$ cat src/rtl/queue_calc_pkg.sv
// Shared encodings for the queue calculator: queue commands, operator codes,
// error codes and the sequencer state type.
package queue_calc_pkg;

    localparam logic [1:0] Q_PUSH    = 2'b00;
    localparam logic [1:0] Q_NOP     = 2'b01;
    localparam logic [1:0] Q_REPLACE = 2'b10;
    localparam logic [1:0] Q_POP     = 2'b11;

    localparam logic [2:0] OP_ADD = 3'd0;
    localparam logic [2:0] OP_SUB = 3'd1;
    localparam logic [2:0] OP_MUL = 3'd2;
    localparam logic [2:0] OP_AND = 3'd3;
    localparam logic [2:0] OP_OR  = 3'd4;
    localparam logic [2:0] OP_XOR = 3'd5;
    localparam logic [2:0] OP_POP = 3'd6;
    localparam logic [2:0] OP_ILL = 3'd7;

    localparam logic [1:0] ERR_NONE = 2'b00;
    localparam logic [1:0] ERR_OVF  = 2'b01;
    localparam logic [1:0] ERR_UNF  = 2'b10;
    localparam logic [1:0] ERR_ILL  = 2'b11;

    typedef enum logic [1:0] {
        ST_IDLE  = 2'd0,
        ST_ISSUE = 2'd1,
        ST_OUT   = 2'd2,
        ST_ERR   = 2'd3
    } state_e;

endpackage

$ cat src/rtl/queue_calc_alu.sv
// Combinational ALU on the queue's front pair; results truncate to W bits.
module queue_calc_alu
    import queue_calc_pkg::*;
#(
    parameter int W = 8
) (
    input  logic [W-1:0] a,
    input  logic [W-1:0] b,
    input  logic [2:0]   op,
    output logic [W-1:0] result
);

    always_comb begin
        result = '0;
        case (op)
            OP_ADD:  result = a + b;
            OP_SUB:  result = a - b;
            OP_MUL:  result = a * b;
            OP_AND:  result = a & b;
            OP_OR:   result = a | b;
            OP_XOR:  result = a ^ b;
            default: result = '0;
        endcase
    end

endmodule

$ cat src/rtl/queue_calc_sequencer.sv
// Token sequencer in front of the operand queue: issues push/replace/pop
// commands, returns popped values and guards against over/underflow.
module queue_calc_sequencer
    import queue_calc_pkg::*;
#(
    parameter int W     = 8,
    parameter int DEPTH = 5,
    parameter int CW    = 3
) (
    input  logic            clk,
    input  logic            rst,
    input  logic            token_valid,
    output logic            token_ready,
    input  logic            token_is_op,
    input  logic [W-1:0]    token_data,
    input  logic [2*W-1:0]  q_top_conc,
    output logic [1:0]      q_opcode,
    output logic [W-1:0]    q_back,
    output logic            res_valid,
    input  logic            res_ready,
    output logic [W-1:0]    res_data,
    output logic [CW-1:0]   count,
    output logic            busy,
    output logic            err,
    output logic [1:0]      err_code,
    input  logic            clr_err
);

    state_e          state_q, state_d;
    logic [1:0]      q_opcode_q, q_opcode_d;
    logic [W-1:0]    q_back_q, q_back_d;
    logic            res_valid_q, res_valid_d;
    logic [W-1:0]    res_data_q, res_data_d;
    logic [CW-1:0]   count_q, count_d;
    logic            err_q, err_d;
    logic [1:0]      err_code_q, err_code_d;

    logic [W-1:0]    front_a;
    logic [W-1:0]    alu_res;
    logic [2:0]      tok_op;

    assign front_a = q_top_conc[2*W-1:W];
    assign tok_op  = token_data[2:0];

    queue_calc_alu #(.W(W)) u_alu (
        .a      (front_a),
        .b      (q_top_conc[W-1:0]),
        .op     (tok_op),
        .result (alu_res)
    );

    always_comb begin
        state_d     = state_q;
        q_opcode_d  = Q_NOP;
        q_back_d    = q_back_q;
        res_valid_d = res_valid_q;
        res_data_d  = res_data_q;
        count_d     = count_q;
        err_d       = err_q;
        err_code_d  = err_code_q;

        case (state_q)
            ST_IDLE: begin
                // Offending tokens are still consumed; only the queue is spared.
                if (token_valid) begin
                    if (!token_is_op) begin
                        if (count_q == CW'(DEPTH)) begin
                            err_d      = 1'b1;
                            err_code_d = ERR_OVF;
                            state_d    = ST_ERR;
                        end else begin
                            q_opcode_d = Q_PUSH;
                            q_back_d   = token_data;
                            count_d    = count_q + CW'(1);
                            state_d    = ST_ISSUE;
                        end
                    end else begin
                        case (tok_op)
                            OP_ILL: begin
                                err_d      = 1'b1;
                                err_code_d = ERR_ILL;
                                state_d    = ST_ERR;
                            end
                            OP_POP: begin
                                if (count_q == '0) begin
                                    err_d      = 1'b1;
                                    err_code_d = ERR_UNF;
                                    state_d    = ST_ERR;
                                end else begin
                                    res_data_d  = front_a;
                                    res_valid_d = 1'b1;
                                    q_opcode_d  = Q_POP;
                                    count_d     = count_q - CW'(1);
                                    state_d     = ST_OUT;
                                end
                            end
                            default: begin
                                if (count_q < CW'(2)) begin
                                    err_d      = 1'b1;
                                    err_code_d = ERR_UNF;
                                    state_d    = ST_ERR;
                                end else begin
                                    q_opcode_d = Q_REPLACE;
                                    q_back_d   = alu_res;
                                    count_d    = count_q - CW'(1);
                                    state_d    = ST_ISSUE;
                                end
                            end
                        endcase
                    end
                end
            end
            ST_ISSUE: begin
                state_d = ST_IDLE;
            end
            ST_OUT: begin
                if (res_ready) begin
                    res_valid_d = 1'b0;
                    state_d     = ST_IDLE;
                end
            end
            ST_ERR: begin
                if (clr_err) begin
                    err_d      = 1'b0;
                    err_code_d = ERR_NONE;
                    state_d    = ST_IDLE;
                end
            end
            default: state_d = ST_IDLE;
        endcase
    end

    always_ff @(posedge clk or posedge rst) begin
        if (rst) begin
            state_q     <= ST_IDLE;
            q_opcode_q  <= Q_NOP;
            q_back_q    <= '0;
            res_valid_q <= 1'b0;
            res_data_q  <= '0;
            count_q     <= '0;
            err_q       <= 1'b0;
            err_code_q  <= ERR_NONE;
        end else begin
            state_q     <= state_d;
            q_opcode_q  <= q_opcode_d;
            q_back_q    <= q_back_d;
            res_valid_q <= res_valid_d;
            res_data_q  <= res_data_d;
            count_q     <= count_d;
            err_q       <= err_d;
            err_code_q  <= err_code_d;
        end
    end

    assign token_ready = (state_q == ST_IDLE);
    assign busy        = (state_q != ST_IDLE);
    assign q_opcode    = q_opcode_q;
    assign q_back      = q_back_q;
    assign res_valid   = res_valid_q;
    assign res_data    = res_data_q;
    assign count       = count_q;
    assign err         = err_q;
    assign err_code    = err_code_q;

endmodule
$ cat config.mk
export PLATFORM = sky130hd
export DESIGN_NAME = queue_calc_sequencer
export DESIGN_NICKNAME = d
export VERILOG_FILES = /design/src/rtl/queue_calc_pkg.sv /design/src/rtl/queue_calc_alu.sv /design/src/rtl/queue_calc_sequencer.sv
export SDC_FILE = /design/constraint.sdc
export NUM_CORES = 1
export LEC_CHECK = 0
export CORE_MARGIN = 2
export CORE_UTILIZATION = 54
export CTS_BUF_LIST = sky130_fd_sc_hd__clkbuf_16
export CTS_CLUSTER_DIAMETER = 200
export CTS_CLUSTER_SIZE = 8
export DETAILED_ROUTE_END_ITERATION = 6
export PLACE_DENSITY = 0.91
export RECOVER_POWER = 100
export SYNTH_ARGS = -nofsm -noshare
export SYNTH_HDL_FRONTEND = slang
export SYNTH_SLANG_ARGS = --single-unit
export TNS_END_PERCENT = 10
$ cat constraint.sdc
create_clock -name clk -period 2.2 [get_ports clk]
set_clock_uncertainty 0.2 [all_clocks]
set_input_delay 0.66 -clock clk [delete_from_list [all_inputs] [get_ports clk]]
set_output_delay 0.66 -clock clk [all_outputs]
set_load 0.05 [all_outputs]
==> flow_metrics.py <==
metrics = {
    "sta": {
        "rsz0062_at_grt": "true",
        "final_hold_viol_count": 0,
        "max-slew-margin-rel_pct": 56.74,
        "finalCritPeriodShare_pct": 198.8,
        "worst_slew_pin_slew_ns": 0.6517,
        "worst_slack_ns": -2.173,
        "maxSlewViolCount": 0,
        "finalCriticalPeriod_ns": 4.373,
        "setup_viol": 20,
        "max_freq_mhz": 228.7,
    },
    "routing": {
        "drt_pass1_iterations": 7,
        "route.detailed.drc": 49,
        "vias": 3633,
        "wirelength_um": 13570,
        "drtIter0Drc": 504,
        "drtAntennaViolNets": 0,
        "wl_per_cell_um": 24.01,
        "drt-vias-per-instance": 6.430,
    },
    "die": {
        "coreArea_sq_um": 5507,
        "rows": 27,
        "die_w_um": 79.64,
        "pin_count": 57,
        "die_h_um": 79.64,
        "die_area_sq_um": 6342,
        "start_util_pct": 56.10,
    },
    "finish": {
        "multi_input_area_sq_um": 2397,
        "drive_above_1_share_pct": 34.48,
        "fin_util_pct": 83.19,
        "final_nets": 581,
        "nFillCells": 258,
        "syn2layout_area_growth_pct": 48.28,
        "seq_area_sq_um": 676.9,
        "final_cell_mix": "buf_4 (69), inv_1 (42), nand2_1 (34)",
        "layout_commonest_cell": "buf_4",
        "final_area_sq_um": 4581,
        "fin_cells": 565,
        "antennaDiodeCount": 0,
    },
    "place": {
        "place_area_sq_um": 4284,
        "gp_congestion": 0.9509,
        "dp_hpwl_um": 7428,
        "dp.cells": 551,
        "port_buffers": 56,
    },
    "run_status": {
        "violations": "design-rule violations, negative setup slack",
        "status": "finished with violations",
    },
    "global_route": {
        "grt_pass1_wl_um": 18520,
        "grt_overflow": 0,
        "antenna_found_initial": 0,
        "grt_pass1_vias": 3796,
        "grt_start_max_net_pins": 27,
        "track_usage_pct": 38.87,
    },
    "logic_synthesis": {
        "ys_seq_elements": 27,
        "async_flop_share_pct": 100.0,
        "yosys.area_share.simple_pct": 11.99,
        "synth_ff_type": "dfrtp_1",
        "synth-xor-area-share_pct": 9.072,
        "muxShareOfSynthArea_pct": 5.063,
        "synth-adder-area-share_pct": 26.49,
        "netlist_area_sq_um": 3089,
        "synth_top_family_by_area": "adder cells",
        "synth_compound_area_share_pct": 16.20,
        "synth_cell_types": 45,
        "syn_inst": 368,
        "synth-edff-count": 0,
        "synth_nets": 455,
        "yosys_warnings": 0,
        "ys_seq_area_share_pct": 21.91,
        "synth.avg_cell_area_sq_um": 8.395,
    },
    "clock_tree": {
        "cts_buffers": 3,
        "cts-root-buf": "clkbuf_16",
        "clk_path_buf_depth": 2,
        "insertion_delay_ns": 0.28,
        "cts_sinks": 27,
        "path_clk_slew_ns": 0.07,
        "htree_levels": 1,
        "cts_tree": "yes",
    },
    "power_and_ir_drop": {
        "power.total_mw": 4.502,
        "p_leak_nw": 2.209,
        "p_per_area_nw_per_um2": 982.8,
        "ir_drop_mv": 0.8599,
    },
    "flow_run": {
        "drv_cap": 0,
    },
    "setup_path": {
        "worstPathArrival_ns": 4.36,
        "cp_cell_sequence": "buf_6 > buf_6 > inv_2 > nor2_1 > fa_1 > ha_1 > inv_1 > fa_1 > inv_2 > fa_2 > a21o_1 > a21oi_4 > xnor2_2 > xnor2_2 > o2111a_1 > a311oi_2",
        "worst_ep_required_time_ns": 2.18,
        "cp-end-kind": "flop",
        "cp_max_fo": 4,
        "cpMaxStageDelayCell": "fa_1",
        "slowest_delay_ns": 0.56,
        "critPathLaunchType": "input pin",
        "crit_type": "in -> reg",
    },
    "worst_hold_path": {
        "hp-class": "reg -> reg",
    },
}
-- stage by stage --
| step | hold slack (ns) | TNS [ns] | setup slack, ns |
|---|---|---|---|
| global placement | 0.2613 | -23.24 | -2.454 |
| global route | 0.3032 | -14.23 | -2.183 |
| detailed placement | 0.2714 | -24.50 | -2.550 |
| CTS | 0.2868 | -11.60 | -1.801 |
| finish | 0.2821 | -13.46 | -2.173 |
| floorplan | 0.2772 | -9.950 | -1.756 |
-- worst paths after layout --
kind / from / to / slack (ns) / cells after the start
setup / recovery: q_top_conc[11] / q_back[7] / -2.17 / 16
hold / removal: err / err / 0.28 / 2
setup reg to reg: count[2] / err_code[0] / -0.05 / 7
hold reg to reg: err / err / 0.28 / 2
max in group asynchronous: rst / count[2] / 0.42 / 3
min in group asynchronous: rst / q_back[5] / 0.59 / 2
-- power by group --
part / switching, mW / internal [mW]
logic: 1.99 / 1.19
registers: 0.166 / 0.711
clock network: 0.194 / 0.248
total: 2.35 / 2.15
-- worst max-delay path: cells and delay by family --
family,cells,cell delay [ns]
AND/OR/NAND/NOR,1,0.41
AO/OA/AOI/OAI,4,0.85
buffers and inverters,5,0.41
XOR/XNOR,2,0.28
adder cells (fa/ha/maj),4,1.74
-- routing by layer --
metal,GRT usage [%],vias to the layer above,part of all wire [%]
li1,-,1470,-
met1,39.27,1648,32
met2,65.88,358,45
met3,8.145,157,12
met4,36.72,0,11
met5,0,-,0
-- cell type report --
type                       instances  area share, %
multi-input combinational        269          52.34
timing repair buffer             134          23.90
sequential                        27          14.78
inverter                          59          5.217
tap                               72          1.967
clock buffer                       3          1.639
clock inverter                     1         0.1639
-- logic make-up (layout without fill, tap and decap cells) --
family / after synthesis / count (layout)
xor+xnor: 32 / 32
flops: 27 / 27
buf+inv: 72 / 197
simple gates: 88 / 88
fa+ha+maj: 57 / 57
compound gates: 78 / 78
mux: 14 / 14
-- timing repair --
| action | 4_1_cts | 5_1_grt |
|---|---|---|
| hold buffers | 0 | 0 |
| setup endpoints to repair | 25 | 24 |
| setup buffers | 9 | 1 |
| resized for setup | 114 | 14 |
| pin swaps | 28 | 9 |
-- synthesized netlist by cell type, drive strengths merged (6+ instances only) --
library cell,number,area (sq um)
nand2,40,150.1
nor2,29,111.4
clkbuf,7,26.28
xor2,8,70.07
inv,59,226.5
mux2,10,116.4
a21o,7,52.55
ha,43,538.0
buf,6,33.78
dfrtp,26,650.6
fa,14,280.3
a21oi,24,120.1
xnor2,24,210.2
o21ai,19,98.85
-- flip-flops by register name (all words and copies together), names as in the netlist --
register   count
err_code       2
err            1
res_valid      1
q_back         8
q_opcode       2
state_q        2
count          3
res_data       8
Power figures use the tool's default switching activity.
